### src/rtl/serial_subtractor.sv
// Purpose: bit-serial N-bit unsigned subtractor (A - B), LSB first, one bit per clock.
// Latency: done pulses N+1 cycles after start is accepted; one operation per N+2 cycles.
// Backpressure: start is honoured only while ready=1; start during RUN/DONE is dropped, never queued.
module serial_subtractor #(
    parameter int N = 8
) (
    input  logic         clk,
    input  logic         rst,
    input  logic         start,
    input  logic [N-1:0] a,
    input  logic [N-1:0] b,
    output logic         ready,
    output logic         done,
    output logic [N-1:0] diff,
    output logic         borrow
);

    localparam int CW = $clog2(N);

    typedef enum logic [1:0] {
        S_IDLE = 2'd0,
        S_RUN  = 2'd1,
        S_DONE = 2'd2
    } state_t;

    state_t         state;
    state_t         state_nxt;

    logic [N-1:0]   a_sh;
    logic [N-1:0]   b_sh;
    logic [N-1:0]   d_sh;
    logic           br;
    logic [CW-1:0]  cnt;

    logic           ai;
    logic           bi;
    logic           d_bit;
    logic           br_nxt;
    logic           last_bit;

    // One full-subtractor slice on the current LSBs plus the registered borrow.
    always_comb begin
        ai       = a_sh[0];
        bi       = b_sh[0];
        d_bit    = ai ^ bi ^ br;
        br_nxt   = (~ai & bi) | (~(ai ^ bi) & br);
        last_bit = (cnt == CW'(N - 1));
    end

    // Next-state and handshake outputs.
    always_comb begin
        state_nxt = state;
        ready     = 1'b0;
        done      = 1'b0;
        case (state)
            S_IDLE: begin
                ready = 1'b1;
                if (start) begin
                    state_nxt = S_RUN;
                end
            end
            S_RUN: begin
                if (last_bit) begin
                    state_nxt = S_DONE;
                end
            end
            S_DONE: begin
                done      = 1'b1;
                state_nxt = S_IDLE;
            end
            default: begin
                state_nxt = S_IDLE;
            end
        endcase
    end

    // State register; reset aborts any operation in flight.
    always_ff @(posedge clk) begin
        if (rst) begin
            state <= S_IDLE;
        end else begin
            state <= state_nxt;
        end
    end

    // Operand capture, bit-serial shifting, and result publication on the final bit.
    always_ff @(posedge clk) begin
        if (rst) begin
            a_sh   <= '0;
            b_sh   <= '0;
            d_sh   <= '0;
            br     <= 1'b0;
            cnt    <= '0;
            diff   <= '0;
            borrow <= 1'b0;
        end else begin
            case (state)
                S_IDLE: begin
                    if (start) begin
                        a_sh <= a;
                        b_sh <= b;
                        d_sh <= '0;
                        br   <= 1'b0;
                        cnt  <= '0;
                    end
                end
                S_RUN: begin
                    a_sh <= a_sh >> 1;
                    b_sh <= b_sh >> 1;
                    d_sh <= {d_bit, d_sh[N-1:1]};
                    br   <= br_nxt;
                    if (last_bit) begin
                        // Visible outputs change only here, so they hold stable until the next result.
                        diff   <= {d_bit, d_sh[N-1:1]};
                        borrow <= br_nxt;
                    end else begin
                        cnt <= cnt + 1'b1;
                    end
                end
                default: begin
                end
            endcase
        end
    end

endmodule

### config.mk
export PLATFORM = sky130hd
export DESIGN_NAME = serial_subtractor
export DESIGN_NICKNAME = d
export VERILOG_FILES = /design/src/rtl/serial_subtractor.sv
export SDC_FILE = /design/constraint.sdc
export NUM_CORES = 1
export LEC_CHECK = 0
export BUFFER_PORTS_ARGS = -buffer_cell sky130_fd_sc_hd__buf_4
export CORE_ASPECT_RATIO = 1.4
export CORE_UTILIZATION = 45
export DETAILED_ROUTE_END_ITERATION = 8
export GPL_ROUTABILITY_DRIVEN = 0
export PLACE_DENSITY = 0.77
export SYNTH_ARGS = -nofsm -noshare
export SYNTH_HDL_FRONTEND = slang
export SYNTH_SLANG_ARGS = --single-unit
### constraint.sdc
create_clock -name clk -period 1.4 [get_ports clk]
set_input_delay 0.35 -clock clk [delete_from_list [all_inputs] [get_ports clk]]
set_output_delay 0.35 -clock clk [all_outputs]
set_load 0.02 [all_outputs]
==> impl_results.md, run 1 <==
- Outcome: finished, final reports clean
- Top cell type's share of synthesized area: 44.5%
- Crit path cell chain: buf_6 -> nor2_4 -> buf_6
- TritonRoute pass-1 iters: 4
- Vias/cell: approximately 5.2
- PnR worst setup slack: approximately 0.038 ns
- # placed instances: 236
- Crit end category: output pin
- N_diodes: 0
- Post-Place Setup Slack: -0.0196 ns
- CTS tree: done
- EDFF count, synth: 0
- First-pass GRT wire length: 4.88 mm
- Crit path kind: flop to output pin
- Hold-fix buffers at CTS: 0
- Synthesized cell area: around 1700 sq um
- Initial antenna violation count: 0
- GRT overflow: 0
- Final Hold Viols: 0
- Mean routed wirelength per cell: roughly 13 microns
- Yosys top cell by area: dfxtp_1
- Clock root cell: clkbuf_8
- CTS Buf Count: 5
- Post-Syn Area per Cell: 10.1 sq um
- Hold path start: a[7]
- Worst clock skew: 0.00563 ns
- CP max stage delay: 0.37 ns
- Slew margin rel.: 74.1%
- Worst path most repeated cell: buf_6
- Via Count: 1313
- Worst r2r src: state[1]
- P_leak: approximately 0.9 nW
- Final std cells w/o fill: 254
- Die Ht: between 70 and 80 microns
- Worst Setup SP: state[1]
- Die area: between 4000 and 5000 sq um
- Post-place instance area: around 2000 sq um
- Die W: 54.1 microns
- Slew @ Worst Pin: 0.389 ns
- Hpwl dp: roughly 2 mm
- Final ANT Viol Nets: 0
- Layout Nets: between 200 and 250
- Final Setup Violations: 0
- Largest net degree at the start of global routing: 22
- Sequential area share after synthesis: 44.5%
- Flops & latches, synth: 38
- Slowest cell on the critical path: dfxtp_4
- PD cells: 1180 nW/um^2
- Design area: approximately 2200 sq um
- CTS sink count: 38
- CP Max Fanout: 5
- Worst vdd ir: ~950 uV
- Core ar.: ~3600 sq um
- Hold Crit Class: input port to flop
- Yosys warnings: 0
- Syn-to-layout area delta: 30.3%
- Initial Util: 46.9%
- Top FF cell, synth: dfxtp_1
- Syn nets: between 150 and 200
- Share of cells above drive strength 1: 40.6%
- Site row count: 26
- Yosys cell types: 25
- Max Transition Viols Final: 0
- Commonest cells post-synth: dfxtp_1 (38), nor2_1 (20), mux2i_1 (15)
- WP data required: 1.05 ns
- Setup tns final: 0 ns
- Residual DRC: 0
- Crit path DAT: 1.01 ns
- Synth Instances: 170
- Number of global-route vias before repair: 1111
- Worst-path clk slew: 0.08 ns
- Largest cells by area after synthesis: dfxtp_1 (44%), a211oi_2 (10%), mux2i_1 (8.8%), nor2_1 (4.4%), a22oi_1 (3.5%)
- Crit path launch type: flop
- Most instantiated library cell after synthesis: dfxtp_1
- # port buffers: 29
- Clk Latency, worst-skew pair: ~0.29 ns
- WP buf/inv: 2
- First DRT Iteration DRCs: 24
- Min Tclk post-route: 1.36 ns
- Final period util: a little over nine tenths
- DRT Wirelength: 3.19 mm
- Fmax: 0.734 GHz
- Clock buffer depth: 2
- Total GRT Usage: between 10% and 20%
- Family with the most delay on the worst path: flip-flops
- Clock H-tree levels: 2
- Max cap viols: 0
- I/O pin cnt: 30
- Post-synth ARST share: 0%
kinds of logic (layout without fill, tap and decap cells):
| family | Yosys count | count (layout) | synth area share [%] |
|---|---|---|---|
| compound gates | 40 | 40 | 19.8 |
| fa+ha+maj | 3 | 3 | 2.63 |
| buf+inv | 18 | 60 | 7.53 |
| flops | 38 | 38 | 44.5 |
| mux | 15 | 15 | 8.78 |
| simple gates | 56 | 56 | 16.8 |
state kept, by name (all words and copies together) (netlist names):
signal,flops
a_sh,8
b_sh,8
borrow,1
br,1
cnt,3
d_sh,7
diff,8
state,2
cells in the final DEF (no fill, tap or decap), drive strengths merged, types with 5 or more instances in the layout:
cell type  Yosys  routed
nand3          8       8
clkbuf         2       5
nor2          26      26
nand2         11      11
dfxtp         38      38
a211oi        14      14
mux2i         15      15
buf           12      48
a21oi         11      11
a22oi          8       8
report_power, final:
group	internal, mW	leakage (nW)	total (mW)	switching (mW)
combinational	0.181	0.514	0.357	0.176
clock	0.714	0.0683	1.12	0.408
sequential	1.13	0.312	1.16	0.0311
total	2.02	0.895	2.64	0.615
layer usage:
| layer | vias up | track usage [%] | wire (microns) |
|---|---|---|---|
| met1 | 605 | 20.0 | 1350 |
| met4 | 0 | 5.98 | 33 |
| met3 | 4 | 6.06 | 119 |
| met5 | - | 0 | 0 |
| met2 | 29 | 27.2 | 1690 |
| li1 | 675 | - | - |
per-stage QoR:
step | power, mW | hold slack (ns) | util [%]
detailed placement | 1.50 | 0.451 | 53.4
floorplan | 1.43 | 0.444 | -
CTS | 2.62 | 0.344 | 57.8
finish | 2.64 | 0.350 | 61.2
global placement | 1.50 | 0.443 | 53.4
global route | 2.74 | 0.360 | 61.2
area by class of cell:
class	count	area (sq um)
clock inverter	3	68.8
clock buffer	5	68.8
tap	42	52.6
inverter	4	15.0
timing repair buffer	48	392
multi-input combinational	114	863
fill	316	1420
sequential	38	768
final timing paths:
check	end	slack, ns	cells past startpoint
worst min register to register	diff[0]	0.46	2
worst min-delay path	a_sh[7]	0.35	3
worst max-delay path	ready	0.04	3
worst max register to register	b_sh[5]	0.07	5
repair_timing:
| action | in CTS | in global routing |
|---|---|---|
| pin swaps | 0 | 1 |
| resized for setup | 5 | 15 |
| setup buffers | 1 | 9 |
| setup endpoints to repair | 4 | 7 |
worst register-to-register path, stage by stage, from the launching register on:
cell,delay (ns)
dfxtp_4,0.37
buf_4,0.14
o21ba_1,0.25
buf_4,0.23
nor2_1,0.07
a211oi_2,0.19
(Power assumes the default switching activity.)
==> run 2: changes to the inputs <==
CORE_ASPECT_RATIO = not set   (was 1.4)
PLACE_DENSITY = 0.69   (was 0.77)
==> run 2 against run 1 <==
  * Critical path depth stayed put
  * Global-route usage is 1.3 points higher
  * Non-clock buffer count fell by 8
  * Count of clock-buffer cells in the layout increased by 2
  * Maximum frequency is 1.5% lower
  * Total power fell by 9.3%
  * Critical path type unchanged
  * Critical endpoint unchanged
  * Largest cell class unchanged
  * Highest routed layer unchanged
==> impl_results.md, run 2 (synthesis results as in run 1) <==
- Outcome: finished, final reports clean
- Die Ht: 63.7 microns
- Mean routed wirelength per cell: approximately 13 microns
- Max cap viols: 0
- RSZ-0062 raised after global routing: true
- Worst-path clk slew: 0.07 ns
- Setup tns final: 0 ns
- Crit path cell chain: buf_12 -> nor2_1 -> buf_4
- Post-Place Setup Slack: -0.0417 ns
- Worst clock skew: 0.00492 ns
- WP data required: about 1.1 ns
- N_diodes: 0
- CTS sink count: 38
- Filler Cells Inserted: 311
- Slew margin rel.: 76.9%
- Final Hold Viols: 0
- # placed instances: 242
- Residual DRC: 0
- CP max stage delay: 0.36 ns
- Final ANT Viol Nets: 0
- First-pass GRT wire length: 5.62 mm
- Initial Util: 46.7%
- Worst r2r src: cnt[0]
- Clock buffer depth: 2
- First DRT Iteration DRCs: between 70 and 80
- GRT overflow: 0
- FF-to-FF setup slack: 0.06 ns
- CTS Buf Count: 5
- Max Transition Viols Final: 0
- Share of cells above drive strength 1: 36.8%
- Largest regs: a_sh (8), b_sh (8), diff (8)
- P_leak: 0.835 nW
- Fmax: 0.723 GHz
- Initial antenna violation count: 0
- Commonest non-fill, non-tap cell in the layout: buf_4
- Slew @ Worst Pin: 0.347 ns
- Clock root cell: clkbuf_8
- Clock H-tree levels: 2
- Hold Crit Class: input port to flop
- Via Count: approximately 1.3k
- Final core utilization: between 50 and 60%
- Final period util: a little over nine tenths
- CTS tree: done
- Crit path launch type: flop
- Worst Setup SP: state[0]
- Crit path DAT: 1.03 ns
- Core ar.: 3660 sq um
- Final std cells w/o fill: about 250
- CP Max Fanout: 12
- Die W: approximately 64 microns
- PD cells: between 1000 and 1500 nW/um^2
- Power Total: 2.40 mW
- Number of global-route vias before repair: 1319
- Layout Nets: 225
- Die area: a little over 4000 sq um
- Crit end category: output pin
- Worst vdd ir: between 500 and 600 uV
- PnR worst setup slack: 0.0172 ns
- Critical Path Sink: ready
- TritonRoute pass-1 iters: 4
- Syn-to-layout area delta: 24.4%
- Worst Reg-to-Reg Cells: 5
- DRT Wirelength: 3.34 mm
- Vias/cell: 5.20
- Hpwl dp: approximately 2.4 mm
- Largest net degree at the start of global routing: 29
- Site row count: 22
- Clk Latency, worst-skew pair: 0.28 ns
- Commonest non-fill, non-tap cells in the layout: buf_4 (38), dfxtp_1 (36), nor2_1 (20), mux2i_1 (15), a211oi_2 (14)
- Worst r2r dst: state[0]
- Slowest cell on the critical path: dfxtp_4
- # port buffers: 29
- Final Setup Violations: 0
- Crit path kind: flop to output pin
- I/O pin cnt: 30
- Min Tclk post-route: between 1 and 1.5 ns
- Total GRT Usage: 18.0%
## run 2: timing repair
| item | 4_1_cts | 5_1_grt |
|---|---|---|
| endpoints found under the setup margin | 6 | 7 |
| resized for setup | 3 | 8 |
| hold buffers | 0 | 0 |
| pin swaps | 0 | 3 |
| buffers inserted | 0 | 2 |
## run 2: per-layer routing
layer	GRT usage (%)	part of all wire (%)
met3	4.71	3.9
met1	21.2	44
met2	30.2	50
met4	8.52	1.8
met5	0	0
## run 2: area by class of cell
cell class | count | area [sq um] | area share [%]
clock buffers | 7 | 76.3 | 3.59
multi-input cells | 114 | 856 | 40.2
flip-flops and latches | 38 | 766 | 36.0
clock inverters | 1 | 30.0 | 1.41
well taps | 48 | 60.1 | 2.82
repair buffers | 40 | 325 | 15.3
inverters | 4 | 15.0 | 0.705
## run 2: worst max-delay path: cells and delay by family, from the launching register on
family / cells / cell delay (ns)
flops: 1 / 0.36
buf+inv: 2 / 0.30
simple gates: 1 / 0.09
## run 2: metrics by stage
step	hold slack (ns)	area (sq um)
3_5_place_dp	0.451	1970
3_3_place_gp	0.451	1970
2_1_floorplan	0.444	1710
6_report	0.376	2130
4_1_cts	0.367	2080
5_1_grt	0.381	2130
## run 2: report_power, final
| part | internal (mW) | switching (mW) | total (mW) |
|---|---|---|---|
| clock network | 0.533 | 0.362 | 0.895 |
| logic | 0.165 | 0.171 | 0.336 |
| registers | 1.13 | 0.0319 | 1.16 |
| total | 1.83 | 0.565 | 2.40 |
## run 2: how the worst min path moves through the flow
stage	slack, ns	cells past startpoint	endpoint	startpoint
6_report	0.38	3	b_sh[7]	b[7]
5_1_grt	0.38	3	b_sh[7]	b[7]
4_1_cts	0.37	3	b_sh[7]	b[7]
3_5_place_dp	0.45	2	diff[2]	diff[2]
3_3_place_gp	0.45	2	diff[2]	diff[2]
2_1_floorplan	0.44	2	diff[0]	d_sh[1]
==> run 3: changes to the inputs <==
CORE_UTILIZATION = 49   (was 45)
PLACE_DENSITY = 0.74   (was 0.69)
==> run 3 against run 2 <==
  * Combinational power grew 12%
  * Wire length increased by 0.90%
  * Non-clock buffer count up 3
  * The run now ends with negative setup slack left
==> impl_results.md, run 3 (synthesis results as in run 1) <==
- Outcome: finished, violations left
- Failing checks: negative setup slack
- Number of global-route vias before repair: approximately 1.2k
- Core ar.: 3340 sq um
- CP Max Fanout: 3
- Vias/cell: between 5 and 6
- Slew margin rel.: 76.6%
- WP data required: 1.05 ns
- Hold Crit Class: input port to flop
- Commonest non-fill, non-tap cells in the layout: buf_4 (37), dfxtp_1 (36), nor2_1 (19), mux2i_1 (15), a211oi_2 (14)
- N_diodes: 0
- Hold Slack: 0.301 ns
- Critical path depth: 3
- GRT overflow: 0
- Initial Util: 51.3%
- Worst vdd ir: 591 uV
- Crit path kind: flop to output pin
- DRT Wirelength: 3.37 mm
- Crit end category: output pin
- First DRT Iteration DRCs: 48
- Hpwl dp: 2.32 mm
- CTS sink count: 38
- Commonest non-fill, non-tap cell in the layout: buf_4
- Worst Reg-to-Reg Cells: 5
- TritonRoute pass-1 iters: 4
- Fmax: 0.696 GHz
- Final ANT Viol Nets: 0
- Crit path DAT: 1.09 ns
- Total GRT Usage: 19.1%
- PnR worst setup slack: -0.0371 ns
- Crit path launch type: flop
- WP buf/inv: 2
- Die area: 3730 sq um
- Die W: about 60 microns
- First-pass GRT wire length: just over 5 mm
- Slowest cell on the critical path: dfxtp_4
- Largest net degree at the start of global routing: 29
- PD cells: 1000 nW/um^2
- Largest regs: a_sh (8), b_sh (8), diff (8)
- Worst-path clk slew: 0.12 ns
- CTS Buf Count: 5
- Crit path cell chain: buf_6 -> nor2b_1 -> buf_4
- Max cap viols: 0
- Slew @ Worst Pin: 0.350 ns
- I/O pin cnt: 30
- Min Tclk post-route: 1.44 ns
- Initial antenna violation count: 0
- # port buffers: 29
- Worst clock skew: roughly 0.014 ns
- Register area: 768 sq um
- Clk Latency, worst-skew pair: between 0.3 and 0.4 ns
- Final Setup Violations: 2
- Clock H-tree levels: 2
- Site row count: 21
- Mean routed wirelength per cell: about 13 microns
- Clock root cell: clkbuf_4
- Post-place instance area: 1980 sq um
- Residual DRC: 0
- Layout Nets: about 230
- RSZ-0062 raised after global routing: true
- Die Ht: 61.1 microns
- Filler Cells Inserted: 276
- CP max stage delay: 0.38 ns
- Hold path cells: 3
- Syn-to-layout area delta: 24.9%
- P_leak: between 0.8 and 0.9 nW
- Final Hold Viols: 0
- Via Count: 1315
- Share of cells above drive strength 1: around two fifths
- Design area: 2140 sq um
- Multi-input logic area: ~850 sq um
- Max Transition Viols Final: 0
- Clock buffer depth: 2
- Family with the most delay on the worst path: flip-flops
- CTS tree: done
- Final period util: 103%
-- run 3: cell types whose count changed in the layout (fill, tap and decap cells not counted), sizes merged --
cell    previous run  this run
clkinv             0         1
bufinv             1         0
buf               40        42
clkbuf             7         8
-- run 3: final timing paths --
path / from / endpoint / slack (ns)
setup / recovery: state[0] / done / -0.04
hold / removal: a[7] / a_sh[7] / 0.30
setup reg to reg: cnt[0] / cnt[2] / 0.05
hold reg to reg: diff[4] / diff[4] / 0.47
-- run 3: timing repair --
| action | CTS | global route |
|---|---|---|
| cloned | 0 | 1 |
| hold buffers | 0 | 0 |
| setup buffers | 2 | 3 |
| pin swaps | 0 | 1 |
| gates resized for setup | 9 | 4 |
| endpoints found under the setup margin | 6 | 26 |
-- run 3: per-layer routing --
layer | vias up | track usage (%) | wire length (microns)
met5 | - | 0 | 0
met4 | 0 | 8.44 | 54
met3 | 5 | 6.30 | 132
met2 | 26 | 31.2 | 1670
met1 | 616 | 22.8 | 1520
li1 | 668 | - | -
-- run 3: area by class of cell --
cell class	instances	share of cell area (%)
Timing Repair Buffer	43	18.0
Inverter	4	0.703
Tap cell	46	2.69
Clock inverter	1	0.234
Sequential cell	38	36.0
Multi-Input combinational cell	114	39.8
Clock buffer	7	2.58
-- run 3: tightest hold or removal path, cell delays in order --
cell and delay (ns):
buf_4 0.11, nand4bb_1 0.09, a21oi_1 0.06
-- run 3: power breakdown --
part | internal, mW | total, mW | switching, mW | leakage, nW
Sequential | 1.13 | 1.16 | 0.0336 | 0.312
Combinational | 0.195 | 0.375 | 0.180 | 0.530
Clock | 0.244 | 0.601 | 0.357 | 0.0353
-- run 3: per-stage QoR --
step                instances  power (mW)  setup slack (ns)  utilization (%)  setup TNS [ns]
floorplan                 170        1.43            0.0452                -               0
finish                    253        2.14           -0.0371             64.0         -0.0562
CTS                       249        2.13           -0.0586             62.1          -0.112
global placement          240        1.51            0.0964             59.2               0
global route              253        2.26           -0.0960             64.0          -0.219
detailed placement        240        1.52           -0.0628             59.2          -0.106
